`src/rtl/mux151_scan_ctrl.sv`:
```
// Scan sequencer for a 74LS151-style 8-to-1 selector: walks all eight channels and
// returns them as an 8-bit word with a done pulse. Optional W/Y complement check: MUX151_WCHECK_EN.
module mux151_scan_ctrl #(
  parameter int SETTLE_CYC = 1
) (
  input  logic       clk,
  input  logic       rst,
  input  logic       start,
  input  logic       mode,
  input  logic       mux_y,
  input  logic       mux_w,
  output logic       mux_g,
  output logic [2:0] mux_a,
  output logic       busy,
  output logic       done,
  output logic [7:0] data,
  output logic       err
);

  localparam int CW = (SETTLE_CYC > 1) ? $clog2(SETTLE_CYC) : 1;
  localparam logic [CW-1:0] CNT_LAST = CW'(SETTLE_CYC - 1);

  localparam logic [0:0] ST_IDLE = 1'b0;
  localparam logic [0:0] ST_SCAN = 1'b1;

  logic [0:0]    state_q, state_d;
  logic [CW-1:0] cnt_q, cnt_d;
  logic [2:0]    mux_a_q, mux_a_d;
  logic          mux_g_q, mux_g_d;
  logic          busy_q, busy_d;
  logic          done_q, done_d;
  logic          dir_q, dir_d;
  logic [7:0]    cap_q, cap_d;
  logic [7:0]    data_q, data_d;
  logic          last_ch;

`ifdef MUX151_WCHECK_EN
  logic flag_q, flag_d;
  logic err_q, err_d;
`else
  logic unused_mux_w;
  assign unused_mux_w = mux_w;
`endif

  assign last_ch = dir_q ? (mux_a_q == 3'd0) : (mux_a_q == 3'd7);

  always_comb begin
    // NOTE: every signal gets a default from its register first, so no path infers a latch.
    state_d = state_q;
    cnt_d   = cnt_q;
    mux_a_d = mux_a_q;
    mux_g_d = mux_g_q;
    busy_d  = busy_q;
    done_d  = 1'b0;
    dir_d   = dir_q;
    cap_d   = cap_q;
    data_d  = data_q;
`ifdef MUX151_WCHECK_EN
    flag_d  = flag_q;
    err_d   = err_q;
`endif
    case (state_q)
      ST_IDLE: begin
        if (start) begin
          state_d = ST_SCAN;
          mux_g_d = 1'b0;
          busy_d  = 1'b1;
          cnt_d   = '0;
          mux_a_d = mode ? 3'd7 : 3'd0;
          dir_d   = mode;
          cap_d   = '0;
`ifdef MUX151_WCHECK_EN
          flag_d  = 1'b0;
`endif
        end
      end
      ST_SCAN: begin
        if (cnt_q != CNT_LAST) begin
          cnt_d = cnt_q + CW'(1);
        end else begin
          // Sample edge: the address has been held for SETTLE_CYC cycles.
          cap_d[mux_a_q] = mux_y;
`ifdef MUX151_WCHECK_EN
          flag_d = flag_q | (mux_w == mux_y);
`endif
          if (last_ch) begin
            state_d = ST_IDLE;
            mux_g_d = 1'b1;
            busy_d  = 1'b0;
            done_d  = 1'b1;
            data_d  = cap_d;
`ifdef MUX151_WCHECK_EN
            err_d   = flag_d;
`endif
          end else begin
            mux_a_d = dir_q ? (mux_a_q - 3'd1) : (mux_a_q + 3'd1);
            cnt_d   = '0;
          end
        end
      end
      default: begin
        state_d = ST_IDLE;
        mux_g_d = 1'b1;
        busy_d  = 1'b0;
      end
    endcase
  end

  always_ff @(posedge clk or posedge rst) begin
    if (rst) begin
      state_q <= ST_IDLE;
      cnt_q   <= '0;
      mux_a_q <= 3'd0;
      mux_g_q <= 1'b1;
      busy_q  <= 1'b0;
      done_q  <= 1'b0;
      dir_q   <= 1'b0;
      cap_q   <= '0;
      data_q  <= '0;
`ifdef MUX151_WCHECK_EN
      flag_q  <= 1'b0;
      err_q   <= 1'b0;
`endif
    end else begin
      // NOTE: non-blocking assignments so every flop samples the pre-edge values.
      state_q <= state_d;
      cnt_q   <= cnt_d;
      mux_a_q <= mux_a_d;
      mux_g_q <= mux_g_d;
      busy_q  <= busy_d;
      done_q  <= done_d;
      dir_q   <= dir_d;
      cap_q   <= cap_d;
      data_q  <= data_d;
`ifdef MUX151_WCHECK_EN
      flag_q  <= flag_d;
      err_q   <= err_d;
`endif
    end
  end

  assign mux_g = mux_g_q;
  assign mux_a = mux_a_q;
  assign busy  = busy_q;
  assign done  = done_q;
  assign data  = data_q;
`ifdef MUX151_WCHECK_EN
  assign err   = err_q;
`else
  assign err   = 1'b0;
`endif

endmodule

```
`config.mk`:
```
export PLATFORM = sky130hd
export DESIGN_NAME = mux151_scan_ctrl
export DESIGN_NICKNAME = d
export VERILOG_FILES = /design/src/rtl/mux151_scan_ctrl.sv
export SDC_FILE = /design/constraint.sdc
export NUM_CORES = 1
export LEC_CHECK = 0
export ABC_CLOCK_PERIOD_IN_PS = 2200
export CAP_MARGIN = 5
export CORE_MARGIN = 4
export CORE_UTILIZATION = 37
export CTS_BUF_LIST = sky130_fd_sc_hd__clkbuf_16
export DETAILED_ROUTE_END_ITERATION = 8
export PLACE_DENSITY = 0.63
export SETUP_SLACK_MARGIN = 0.2
export SLEW_MARGIN = 20
export SYNTH_ARGS = -nofsm -noshare
export SYNTH_HDL_FRONTEND = slang
export SYNTH_SLANG_ARGS = --single-unit
```
`constraint.sdc`:
```
create_clock -name clk -period 2.2 [get_ports clk]
set_input_delay 0.33 -clock clk [delete_from_list [all_inputs] [get_ports clk]]
set_output_delay 0.33 -clock clk [all_outputs]
set_load 0.005 [all_outputs]
```
==> results of run 1 <==
how the worst min path moves through the flow:
| stage | startpoint | end | slack (ns) | cells after the start |
|---|---|---|---|---|
| detailed placement | data[6] | data[6] | 0.50 | 1 |
| finish | rst | done | 0.23 | 2 |
| CTS | rst | done | 0.23 | 2 |
| global placement | data[7] | data[7] | 0.49 | 1 |
| global route | rst | done | 0.25 | 2 |
| floorplan | rst | busy | 0.34 | 1 |
cells in the mapped netlist:
| master | n | area (sq um) |
|---|---|---|
| a211oi_1 | 1 | 7.510 |
| a21o_1 | 2 | 15.01 |
| a21oi_1 | 1 | 5.000 |
| a311oi_1 | 1 | 8.760 |
| a31oi_1 | 2 | 12.51 |
| and4b_4 | 1 | 13.76 |
| buf_2 | 3 | 15.01 |
| buf_4 | 2 | 15.01 |
| buf_6 | 2 | 22.52 |
| clkbuf_1 | 2 | 7.510 |
| conb_1 | 1 | 3.750 |
| dfrtp_1 | 23 | 575.6 |
| dfstp_2 | 1 | 26.28 |
| fa_1 | 1 | 20.02 |
| inv_1 | 12 | 45.04 |
| mux2_2 | 5 | 56.30 |
| mux2_4 | 1 | 15.01 |
| mux2i_1 | 10 | 100.1 |
| nand2_1 | 8 | 30.03 |
| nand2b_1 | 1 | 6.260 |
| nand3_1 | 1 | 5.000 |
| nand3b_1 | 3 | 22.52 |
| nor2_1 | 4 | 15.01 |
| nor2b_1 | 3 | 18.77 |
| nor3_1 | 1 | 5.000 |
| nor3b_1 | 5 | 37.54 |
| nor4b_4 | 1 | 23.77 |
| o211a_1 | 1 | 10.01 |
| o21a_1 | 1 | 7.510 |
| o21a_2 | 1 | 8.760 |
| o21ai_0 | 4 | 20.02 |
| o22ai_1 | 6 | 37.54 |
| o311a_2 | 1 | 11.26 |
| o31ai_1 | 1 | 7.510 |
| or4_1 | 1 | 7.510 |
| xor2_1 | 1 | 8.760 |
kinds of logic (layout without fill, tap and decap cells):
group           count (synthesis)  count (layout)
compound gates                 22              22
xor+xnor                        1               1
fa+ha+maj                       1               1
buf+inv                        21              39
flops                          24              24
mux                            16              16
other cells                     1               1
simple gates                   29              29
sequential cells by signal, summed over array words and instances (netlist names):
signal and count:
busy 1, cap_q 8, data 8, dir_q 1, done 1, mux_a 3
mux_g 1, state_q 1
cell type report:
type,instances,area (sq um)
fill,302,1589
clock inverter,1,3.754
sequential,24,601.8
timing repair buffer,23,217.7
clock buffer,3,75.07
inverter,12,45.04
multi-input combinational,70,540.5
tap,44,55.05
power breakdown:
part / internal [mW] / switching [mW]
Sequential: 0.645 / 0.173
Combinational: 0.594 / 0.438
Clock: 0.243 / 0.147
Total: 1.48 / 0.758
worst register-to-register path, cell delays in order, from the launching register on:
cell	delay [ns]
dfrtp_1	0.45
inv_1	0.12
fa_1	0.42
xor2_1	0.17
or4_1	0.41
a31oi_1	0.17
layer usage:
metal  vias up  GRT usage [%]  share of wire, %  wire length, microns
met5         -              0                 0                     0
met4         0          3.046              0.70                    17
met3         2          3.571               3.1                    75
met2        14          21.15                50                  1209
met1       425          16.58                46                  1113
li1        432              -                 -                     -
metrics by stage:
stage                     worst slack (ns)  utilization [%]  hold WS (ns)  area, sq um
final                               0.3673            49.20        0.2330         1539
after global routing                0.2561            49.20        0.2455         1539
after CTS                           0.3710            49.20        0.2330         1539
after detailed placement            0.3844            46.68        0.5042         1460
after global placement              0.4055            46.68        0.4916         1460
after floorplan                     0.3774                -        0.3439         1247
==> run metrics, run 1 <==
CTS clk-pin slew, worst paths approximately 0.06 ns; Worst setup endpoint mux_a[2]; Critical Path RT 1.87 ns; Final Setup Violations 0; Core Footprint 3128 sq um; setup bufs post-CTS 0; most common cell after layout, fill and taps aside dfrtp_1; VDD IR max 0.7240 mV; Final Non-Filler Cells 177; Final Power 2.239 mW; pwr dens 1455 nW/um^2; global-route wire length before repair 4298 microns; mapped cell area 1247 sq um; Chip Width 66.07 microns; simple-gate share of the synthesized area between 10 and 15%; cts bufs inserted 3; largest buffer count on any clock path 2; R2R Path End mux_a[2]; R2R setup slack 0.39 ns; register area share after synthesis 48.24%; largest net degree at the start of global routing 23; IO Port Bufs 18; post-synthesis register bit count 24; Cell variety after synth 36; crit share post-route 83.30%; Vias 873; post-CTS sizing 0; fraction of synthesized area in multiplexers 13.74%; reg2reg start mux_a[1]; xor/xnor share of the synthesized area 0.7021%; slowest stage delay, CP 0.65 ns; Setup CP Type flop to output port; Final nets 141; Syn Inst Count 115; largest family of logic cells by synthesized area simple AND/OR/NAND/NOR gates; Starting Density 39.88%; critical path's slowest cell dfrtp_1; Post-Place Cells around 170; DR DRC count 0; status finished, final reports clean; CP startpoint kind flop; clock root buffer clkbuf_16; Die H about 66 microns; Post-Route Skew slightly above 0.002 ns; Area Overhead vs Synth 23.37%; max-capacitance violation count 0; Buf/Inv on CP 1; Num Clock Sinks 24; Skew-Pair Late Insertion Delay ~0.25 ns; final hold violation count 0; CTS tree done; post-synthesis average cell area ~11 sq um; DRT Pass-1 Iters 4; cells along the critical path clkdlybuf4s50_1; complex-gate fraction of the synthesized area around 12%; Syn. warnings 0; initial antenna violation count 0; FMAX 0.5457 GHz; vias in the first global route 928; full die area 4365 sq um; Synth Area in Adders between 1.5 and 2%; detailed-route wire length per cell 13.65 microns; CP arrival 1.50 ns; Final HPWL DP about 1700 microns; DRT iter0 DRCs 42; CP delay by family, top flip-flops; Pleak 0.6787 nW; commonest non-fill, non-tap cells in the layout dfrtp_1, clkdlybuf4s50_1, inv_1; DRT antenna net count 0; Min-Delay Path Class input port to async pin; CP startpoint mux_a[2]; I/O pins 21; RSZ-0062 raised after global routing no; antenna cell count 0; total gr overflow 0; min Tclk post-route around 1.8 ns; Fin Setup TNS 0 ns; crit-path max FO 16; # rows 20; Syn Nets approximately 120; Via density about 4.9; routability cong. 0.7938; CP endpoint kind output port; layout cell share with drive strength beyond 1 14.29%; Slew Viols, Final 0; CP Depth 1; GRT Total Usage 12.80%; cell count of the worst reg-to-reg path 5; hold_buf cts 0; H-tree Lvls 1; WL final ~2400 microns
Note: power is estimated with default switching activity, not from simulation.
==> run 2: changes to the inputs <==
- ABC_CLOCK_PERIOD_IN_PS: 2200 -> 1600
- PLACE_DENSITY: 0.63 -> 0.65
- clock period: 2.2 -> 1.6 ns (I/O delays scaled with it)
==> run metrics, run 2 (synthesis gave the netlist of run 1 again) <==
status finished, final reports clean; DRT iter0 DRCs 26; CP delay by family, top simple AND/OR/NAND/NOR gates; Starting Density 39.88%; I/O pins 21; crit share post-route 97.94%; FILL cells between 200 and 300; full die area 4365 sq um; pwr dens 2035 nW/um^2; CP startpoint kind flop; H-tree Lvls 1; R2R Path End mux_a[2]; Min-Delay Path Class input port to async pin; CTS clk-pin slew, worst paths approximately 0.060 ns; cells along the critical path inv_2, fa_2, xor2_1, or4_1, a31oi_1; Post-Route Skew 0.006876 ns; commonest non-fill, non-tap cells in the layout dfrtp_1, clkdlybuf4s50_1, inv_1, mux2i_1, buf_4; Worst setup endpoint mux_a[2]; Num Clock Sinks 24; M1 GR Usage 17.34%; antenna cell count 0; CP arrival 1.74 ns; Area Overhead vs Synth 37.11%; routability cong. 0.8306; met3 Usage GRT under 10%; Setup CP Type flop to flop; Final nets approximately 150; cts bufs inserted 3; clock root buffer clkbuf_16; crit-path max FO 2; Slew Viols, Final 0; Pleak 0.7877 nW; layout cell share with drive strength beyond 1 roughly a quarter; largest net degree at the start of global routing 25; GRT Total Usage approximately an eighth; min Tclk post-route 1.567 ns; initial antenna violation count 0; Final Setup Violations 0; Die H 66.07 microns; Post-Place Setup Slack 0.002433 ns; most common cell after layout, fill and taps aside dfrtp_1; critical path's slowest cell or4_1; Final HPWL DP 1706 microns; CP endpoint kind flop; total gr overflow 0; CTS tree done; multi-input gate area in the final layout 569.3 sq um; Most Used Layer, Global Route met2; global-route wire length before repair just over 4000 microns; vias in the first global route 866; Buf/Inv on CP 1; WL final 2442 microns; DRT Pass-1 Iters 4; Critical Path RT 1.77 ns; DR DRC count 0; max-capacitance violation count 0; CP Depth 5; # rows 20; cell count of the worst reg-to-reg path 5; crit path setup slack, layout 0.03299 ns; VDD IR max 0.7762 mV; final hold violation count 0; RSZ-0062 raised after global routing yes; DRT antenna net count 0; CP startpoint mux_a[0]; Core Footprint ~3100 sq um; flip-flop and latch area 603.1 sq um; Chip Width around 66 microns; Via density 4.915; Final Util 54.68%; IO Port Bufs 18; largest buffer count on any clock path 2; grt met2 use 18.27%; Vias between 900 and 1000; detailed-route wire length per cell 12.99 microns; R2R setup slack 0.03 ns; Skew-Pair Late Insertion Delay 0.26 ns; slowest stage delay, CP about 0.40 ns; reg2reg start mux_a[0]; FMAX 0.6382 GHz
-- run 2: stage by stage --
step                      instances  power (mW)  TNS (ns)  cell area [sq um]  hold WS (ns)
after detailed placement        181       2.645         0               1535        0.4955
after global placement          181       2.600         0               1535        0.4957
after CTS                       187       3.444         0               1674        0.3082
after global routing            188       3.735  -0.03261               1710        0.3183
final                           188       3.480         0               1710        0.3023
after floorplan                 115       2.072   -0.1135               1254        0.2539
-- run 2: per-layer routing --
layer / up-vias / share of wire [%]
met5: - / 0
met4: 0 / 2.1
met3: 5 / 5.9
met2: 25 / 45
met1: 441 / 47
li1: 453 / -
-- run 2: power breakdown --
part | switching [mW] | internal, mW
clock | 0.211 | 0.497
combinational | 0.722 | 0.988
sequential | 0.172 | 0.890
-- run 2: layout make-up --
class	instances	area share [%]
well taps	44	3.219
multi-input cells	70	33.28
inverters	12	2.634
flip-flops and latches	24	35.26
clock buffers	3	4.389
clock inverters	1	1.756
repair buffers	34	19.46
-- run 2: how the worst min path moves through the flow --
stage / start / to / slack, ns / depth (start not counted)
final: rst / busy / 0.30 / 3
after global routing: rst / busy / 0.32 / 3
after CTS: rst / busy / 0.31 / 3
after detailed placement: data[6] / data[6] / 0.50 / 1
after global placement: data[7] / data[7] / 0.50 / 1
after floorplan: rst / busy / 0.25 / 1
-- run 2: tightest hold or removal path, delay by kind of cell --
| kind | cells | cell delay [ns] |
|---|---|---|
| buffers and inverters | 3 | 0.67 |
-- run 2: what timing repair did --
action	CTS	global route
endpoints found under the setup margin	22	20
resized for setup	12	8
hold buffers	0	0
buffers inserted	2	1
pin swaps	1	2
